$ cat config.mk
export PLATFORM = sky130hd
export DESIGN_NAME = i2c_write_master
export DESIGN_NICKNAME = d
export VERILOG_FILES = /design/src/rtl/i2c_pkg.sv /design/src/rtl/i2c_tick_gen.sv /design/src/rtl/i2c_write_master.sv
export SDC_FILE = /design/constraint.sdc
export NUM_CORES = 1
export LEC_CHECK = 0
export BUFFER_PORTS_ARGS = -buffer_cell sky130_fd_sc_hd__buf_2
export CELL_PAD_IN_SITES_DETAIL_PLACEMENT = 1
export CELL_PAD_IN_SITES_GLOBAL_PLACEMENT = 2
export CORE_MARGIN = 2
export CORE_UTILIZATION = 25
export DETAILED_ROUTE_END_ITERATION = 7
export PLACE_DENSITY_LB_ADDON = 0.1
export SLEW_MARGIN = 20
export SYNTH_ARGS = -nofsm -noshare
export SYNTH_HDL_FRONTEND = slang
export SYNTH_HIERARCHICAL = 1
export SYNTH_SLANG_ARGS = --single-unit
$ cat constraint.sdc
create_clock -name clk -period 3.93 [get_ports clk]
set_clock_uncertainty 0.2 [all_clocks]
set_input_delay 0.393 -clock clk [delete_from_list [all_inputs] [get_ports clk]]
set_output_delay 0.393 -clock clk [all_outputs]
set_load 0.01 [all_outputs]
$ cat src/rtl/i2c_pkg.sv
// Shared types and constants for the I2C write master.
package i2c_pkg;

    typedef enum logic [2:0] {
        IDLE,
        START,
        BIT,
        ACK,
        STOP,
        FREE
    } state_t;

    localparam logic [1:0] Q0 = 2'd0;
    localparam logic [1:0] Q1 = 2'd1;
    localparam logic [1:0] Q2 = 2'd2;
    localparam logic [1:0] Q3 = 2'd3;

    localparam int unsigned NBYTES  = 3;
    localparam int unsigned BYTE_W  = 8;
    localparam int unsigned FRAME_W = NBYTES * BYTE_W;
    localparam logic        RW_WRITE = 1'b0;

endpackage

$ cat src/rtl/i2c_tick_gen.sv
// Quarter-SCL-period tick generator; clear restarts the count, hold freezes it.
module i2c_tick_gen #(
    parameter int unsigned QDIV = 125
) (
    input  logic clk,
    input  logic rst,
    input  logic clear,
    input  logic hold,
    output logic tick
);

    localparam int unsigned CNT_W = (QDIV > 1) ? $clog2(QDIV) : 1;

    logic [CNT_W-1:0] cnt;
    logic             at_end;

    assign at_end = (cnt == CNT_W'(QDIV - 1));
    assign tick   = at_end && !hold && !clear;

    always_ff @(posedge clk) begin
        if (rst || clear) begin
            cnt <= '0;
        end else if (!hold) begin
            cnt <= at_end ? '0 : cnt + CNT_W'(1);
        end
    end

endmodule

$ cat src/rtl/i2c_write_master.sv
// Single-master I2C 3-byte write engine (address+W, data_0, data_1).
// Define I2C_CLK_STRETCH_EN to let the slave stretch SCL during BIT/ACK high phases.
module i2c_write_master
    import i2c_pkg::*;
#(
    parameter int unsigned CLK_HZ = 50000000,
    parameter int unsigned I2C_HZ = 100000
) (
    input  logic       clk,
    input  logic       rst,
    input  logic       start,
    input  logic [6:0] address,
    input  logic [7:0] data_0,
    input  logic [7:0] data_1,
    output logic       busy,
    output logic       done,
    output logic       ack_error,
    output logic       scl_oe,
    output logic       sda_oe,
    input  logic       sda_i,
    input  logic       scl_i
);

    localparam int unsigned QDIV = CLK_HZ / (4 * I2C_HZ);

    if (QDIV < 2) begin : g_qdiv_check
        $error("i2c_write_master: QDIV must be at least 2");
    end

    state_t               state, state_nxt;
    logic [1:0]           qph, qph_nxt;
    logic [FRAME_W-1:0]   sh, sh_nxt;
    logic [2:0]           bit_idx, bit_idx_nxt;
    logic [1:0]           byte_idx, byte_idx_nxt;
    logic                 ack_smp, ack_smp_nxt;
    logic                 ack_error_nxt, done_nxt, scl_nxt, sda_nxt;
    logic                 accept, tick, hold, step, last_q;

    assign accept = start && (state == IDLE);
    assign busy   = (state != IDLE) || start;

`ifdef I2C_CLK_STRETCH_EN
    // Only a low SCL that we are not pulling ourselves counts as stretching.
    assign hold = ((state == BIT) || (state == ACK)) && qph[1] && !scl_oe && !scl_i;
`else
    logic unused_scl_i;
    assign unused_scl_i = scl_i;
    assign hold = 1'b0;
`endif

    i2c_tick_gen #(.QDIV(QDIV)) u_tick (
        .clk   (clk),
        .rst   (rst),
        .clear (accept),
        .hold  (hold),
        .tick  (tick)
    );

    assign step   = tick && (state != IDLE);
    assign last_q = step && (qph == Q3);

    // Next-state and next-output logic; line levels follow the current quarter.
    always_comb begin
        state_nxt     = state;
        qph_nxt       = qph;
        sh_nxt        = sh;
        bit_idx_nxt   = bit_idx;
        byte_idx_nxt  = byte_idx;
        ack_smp_nxt   = ack_smp;
        ack_error_nxt = ack_error;
        done_nxt      = 1'b0;
        scl_nxt       = 1'b0;
        sda_nxt       = 1'b0;

        if (step) begin
            qph_nxt = qph + 2'd1;
        end

        case (state)
            IDLE: begin
                if (start) begin
                    state_nxt     = START;
                    qph_nxt       = Q0;
                    sh_nxt        = {address, RW_WRITE, data_0, data_1};
                    bit_idx_nxt   = '0;
                    byte_idx_nxt  = '0;
                    ack_error_nxt = 1'b0;
                end
            end
            START: begin
                sda_nxt = (qph != Q0);
                scl_nxt = (qph == Q3);
                if (last_q) begin
                    state_nxt = BIT;
                end
            end
            BIT: begin
                scl_nxt = !qph[1];
                sda_nxt = !sh[FRAME_W-1];
                if (last_q) begin
                    sh_nxt = {sh[FRAME_W-2:0], 1'b0};
                    if (bit_idx == 3'd7) begin
                        bit_idx_nxt = '0;
                        state_nxt   = ACK;
                    end else begin
                        bit_idx_nxt = bit_idx + 3'd1;
                    end
                end
            end
            ACK: begin
                scl_nxt = !qph[1];
                if (step && (qph == Q2)) begin
                    ack_smp_nxt = sda_i;
                end
                if (last_q) begin
                    if (ack_smp) begin
                        ack_error_nxt = 1'b1;
                        state_nxt     = STOP;
                    end else if (byte_idx == 2'(NBYTES - 1)) begin
                        state_nxt = STOP;
                    end else begin
                        byte_idx_nxt = byte_idx + 2'd1;
                        state_nxt    = BIT;
                    end
                end
            end
            STOP: begin
                scl_nxt = (qph == Q0);
                sda_nxt = !qph[1];
                if (last_q) begin
                    state_nxt = FREE;
                end
            end
            FREE: begin
                if (last_q) begin
                    state_nxt = IDLE;
                    done_nxt  = 1'b1;
                end
            end
            default: begin
                state_nxt = IDLE;
            end
        endcase
    end

    always_ff @(posedge clk) begin
        if (rst) begin
            state     <= IDLE;
            qph       <= Q0;
            sh        <= '0;
            bit_idx   <= '0;
            byte_idx  <= '0;
            ack_smp   <= 1'b0;
            ack_error <= 1'b0;
            done      <= 1'b0;
            scl_oe    <= 1'b0;
            sda_oe    <= 1'b0;
        end else begin
            state     <= state_nxt;
            qph       <= qph_nxt;
            sh        <= sh_nxt;
            bit_idx   <= bit_idx_nxt;
            byte_idx  <= byte_idx_nxt;
            ack_smp   <= ack_smp_nxt;
            ack_error <= ack_error_nxt;
            done      <= done_nxt;
            scl_oe    <= scl_nxt;
            sda_oe    <= sda_nxt;
        end
    end

endmodule

==> results.md <==
* Num CTS Buffers at 5
* Vias/cell at approximately 5.0
* Cell internal pwr at slightly below 0.0007 W
* Grt ovf at 0
* Vias in the first global route at about 2300
* Setup-failing EPs final at 0
* Final setup TNS at 0 ns
* # hold bufs at CTS at 0
* Nets at between 300 and 400
* Flops & latches, synth at 46
* Status: completed
* Drt drc at 0
* Hold Path Class: in2reg
* Resize count post-CTS at 0
* Placed cells at 437
* Worst setup SP type: flop
* HPWL Detailed at between 4 and 5 mm
* Clk buf depth at 2
* Max IR drop VDD at 140 uV
* Pins Over Slew Limit at 0
* Total GRT Usage at 13.8%
* Fraction of synthesized cell area in xor and xnor cells at less than 1%
* EDFF count, synth at 0
* Final period util at around 71%
* Adder-Cell Fraction of Synth Area at 3.89%
* Worst rel slew slack at roughly 53%
* Initial DRC Count at 84
* Pin count of the biggest net entering global routing at approximately 40
* Min Tclk post-route at between 2 and 3 ns
* First-pass GRT wire length at 12.3 mm
* FP Rows at 37
* Data arrival, critical path at roughly 2.8 ns
* DR WL/cell at between 15 and 20 um
* Worst-path clk slew at around 0.10 ns
* Comb power frac at 11.6%
* Area grow syn2layout at 14.5%
* Count of cell types in the netlist at 50
* Switching part of the total at between 20% and 30%
* Worst-Skew Late Latency at 0.30 ns
* Boundary Pins at 33
* TritonCTS clock tree: built
* Power Density at 316 nW/um2
* Fin area at roughly 3000 um2
* Main combinational cell family by area after synthesis: compound AO/OA/AOI/OAI gates
* Crit Path Max Fanout at 23
* Post-CTS Setup Repair Bufs at 0
* Synth Warn # at 6
* Layout cells sized above 1 at between 10% and 20%
* Placed Area at roughly 2900 um2
* Fin cells at around 450
* Core area at 10100 um2
* Chip Height at ~110 um
* Via count at around 2200
* Initial Util at between 20% and 30%
* Dpl ws at 1.16 ns
* Critical path endpoint category: flop
* Clock share of power at approximately a third
* Synth Flop Type: dfxtp_1
* Async SR Flop Fraction at 0%
* Fill cells at roughly 1200
* Antenna fix cells at 0
* Simple-Gate Fraction of Synth Area at between 10% and 20%
* Post-synthesis compound-gate area fraction at about 29%
* Net Switching at ~0.00025 W
* Mapped cell area at ~2600 um2
* Cell count after synthesis at roughly 290
* Final GP Congestion at between 0.6 and 0.7
* Max_cap viols at 0
* Initial antenna violation count at 0
* Pre-antenna DRT Iters at 4
* Path type of the worst setup path: reg2reg
* Die area at about 11000 um2
* Post-route ant nets at 0
* # H-tree levels at 2
* Leak Pwr at slightly above 1 nW
* RSZ-0062 raised after global routing: no
* Post-detailed-routing wire length at approximately 7.3 mm
* Worst slew pin tran at between 0.7 and 0.8 ns
* Final hold vios at 0
* Sequential Power Share at between 50% and 60%
* Sink Count at 46
* FMAX at approximately 0.36 GHz
* Post-synthesis mux area share at about a tenth
* Syn avg cell area at 8.99 um2
* Setup slack after layout at ~1.2 ns
* Seq/Total Area, Yosys at 35.8%
* Die Span X at ~110 um
* WP data required at a little under 4 ns
* CTS root buf: clkbuf_8
* IO Port Bufs at 31
## metrics by stage
step	hold slack (ns)	utilization, %	power (W)
5_1_grt	0.172	29.0	0.000986
3_5_place_dp	0.242	28.1	0.000620
3_3_place_gp	0.243	28.1	0.000619
2_1_floorplan	0.228	-	0.000581
4_1_cts	0.161	29.0	0.000950
6_report	0.171	29.0	0.000929
## sequential cells by signal, indices dropped and copies added, names as in the netlist
| signal | count |
|---|---|
| ack_error | 1 |
| ack_smp | 1 |
| bit_idx | 3 |
| byte_idx | 2 |
| done | 1 |
| qph | 2 |
| scl_oe | 1 |
| sda_oe | 1 |
| sh | 24 |
| state | 3 |
| u_tick/cnt | 7 |
## metal layers
| layer | wire length (um) | share of wire (%) | track usage [%] |
|---|---|---|---|
| met1 | 3820 | 53 | 19.6 |
| met2 | 3180 | 44 | 21.5 |
| met3 | 212 | 2.9 | 2.72 |
| met4 | 59 | 0.81 | 3.43 |
| met5 | 0 | 0 | 0 |
## power by group through the flow
stage          Sequential, W  Combinational, W  Clock [W]
3_5_place_dp        0.000511          0.000109          0
5_1_grt             0.000503          0.000124   0.000359
4_1_cts             0.000500          0.000110   0.000340
3_3_place_gp        0.000510          0.000109          0
2_1_floorplan       0.000506         0.0000749          0
6_report            0.000499          0.000108   0.000322
## worst paths after layout
check                                    from  endpoint  slack, ns  cells past startpoint
worst min register to register          sh[0]     sh[0]       0.27                      2
worst max-delay path            u_tick/cnt[0]    sh[16]       1.16                     10
worst max register to register  u_tick/cnt[0]    sh[16]       1.16                     10
worst min-delay path                data_1[4]     sh[4]       0.17                      3
## synth_stat cells (all sizes together) (3+ instances only)
cell	count	area share, %
a21oi	33	6.4
o21a	5	1.5
mux2i	27	11
clkbuf	16	2.3
o311ai	22	7.5
nand3	7	1.6
o21bai	23	6.7
nor2	4	0.58
nor3b	6	2.2
o21ai	5	0.97
inv	6	0.88
o211ai	3	0.88
nor3	5	0.97
or3	4	0.97
nand4	3	0.73
ha	8	3.9
nand2b	6	1.5
nand2	15	2.2
o31ai	3	0.88
dfxtp	46	36
buf	11	2.3
## area by class of cell
cell class / count / area (um2) / share of cell area, %
multi-input cells: 208 / 1510 / 51.3
inverters: 7 / 27.5 / 0.935
clock inverters: 1 / 5.00 / 0.170
well taps: 136 / 170 / 5.78
clock buffers: 7 / 86.3 / 2.93
repair buffers: 40 / 223 / 7.57
flip-flops and latches: 46 / 921 / 31.3
## critical path: stages, from the launching register on
cell	delay [ns]
dfxtp_1	0.36
inv_1	0.07
ha_1	0.18
nand3_1	0.20
nor4_1	0.24
buf_4	0.22
and3_1	0.16
buf_4	0.26
o21a_1	0.32
buf_4	0.29
mux2i_1	0.20
## layout by cell type, fill, tap and decap left out, drive strengths merged, types with 6 or more instances in the layout
cell type   n
clkbuf      7
buf        40
o21bai     23
dfxtp      46
nand2      15
nand2b      6
ha          8
nor3b       6
inv         6
a21oi      33
nand3       7
mux2i      27
o311ai     22
## kinds of logic after synthesis
kind of cell	Yosys count
multiplexers	27
other	1
AO/OA/AOI/OAI	106
flip-flops	46
XOR/XNOR	1
AND/OR/NAND/NOR	63
adder cells (fa/ha/maj)	8
buffers and inverters	34
Note: power is estimated with default switching activity, not from simulation.
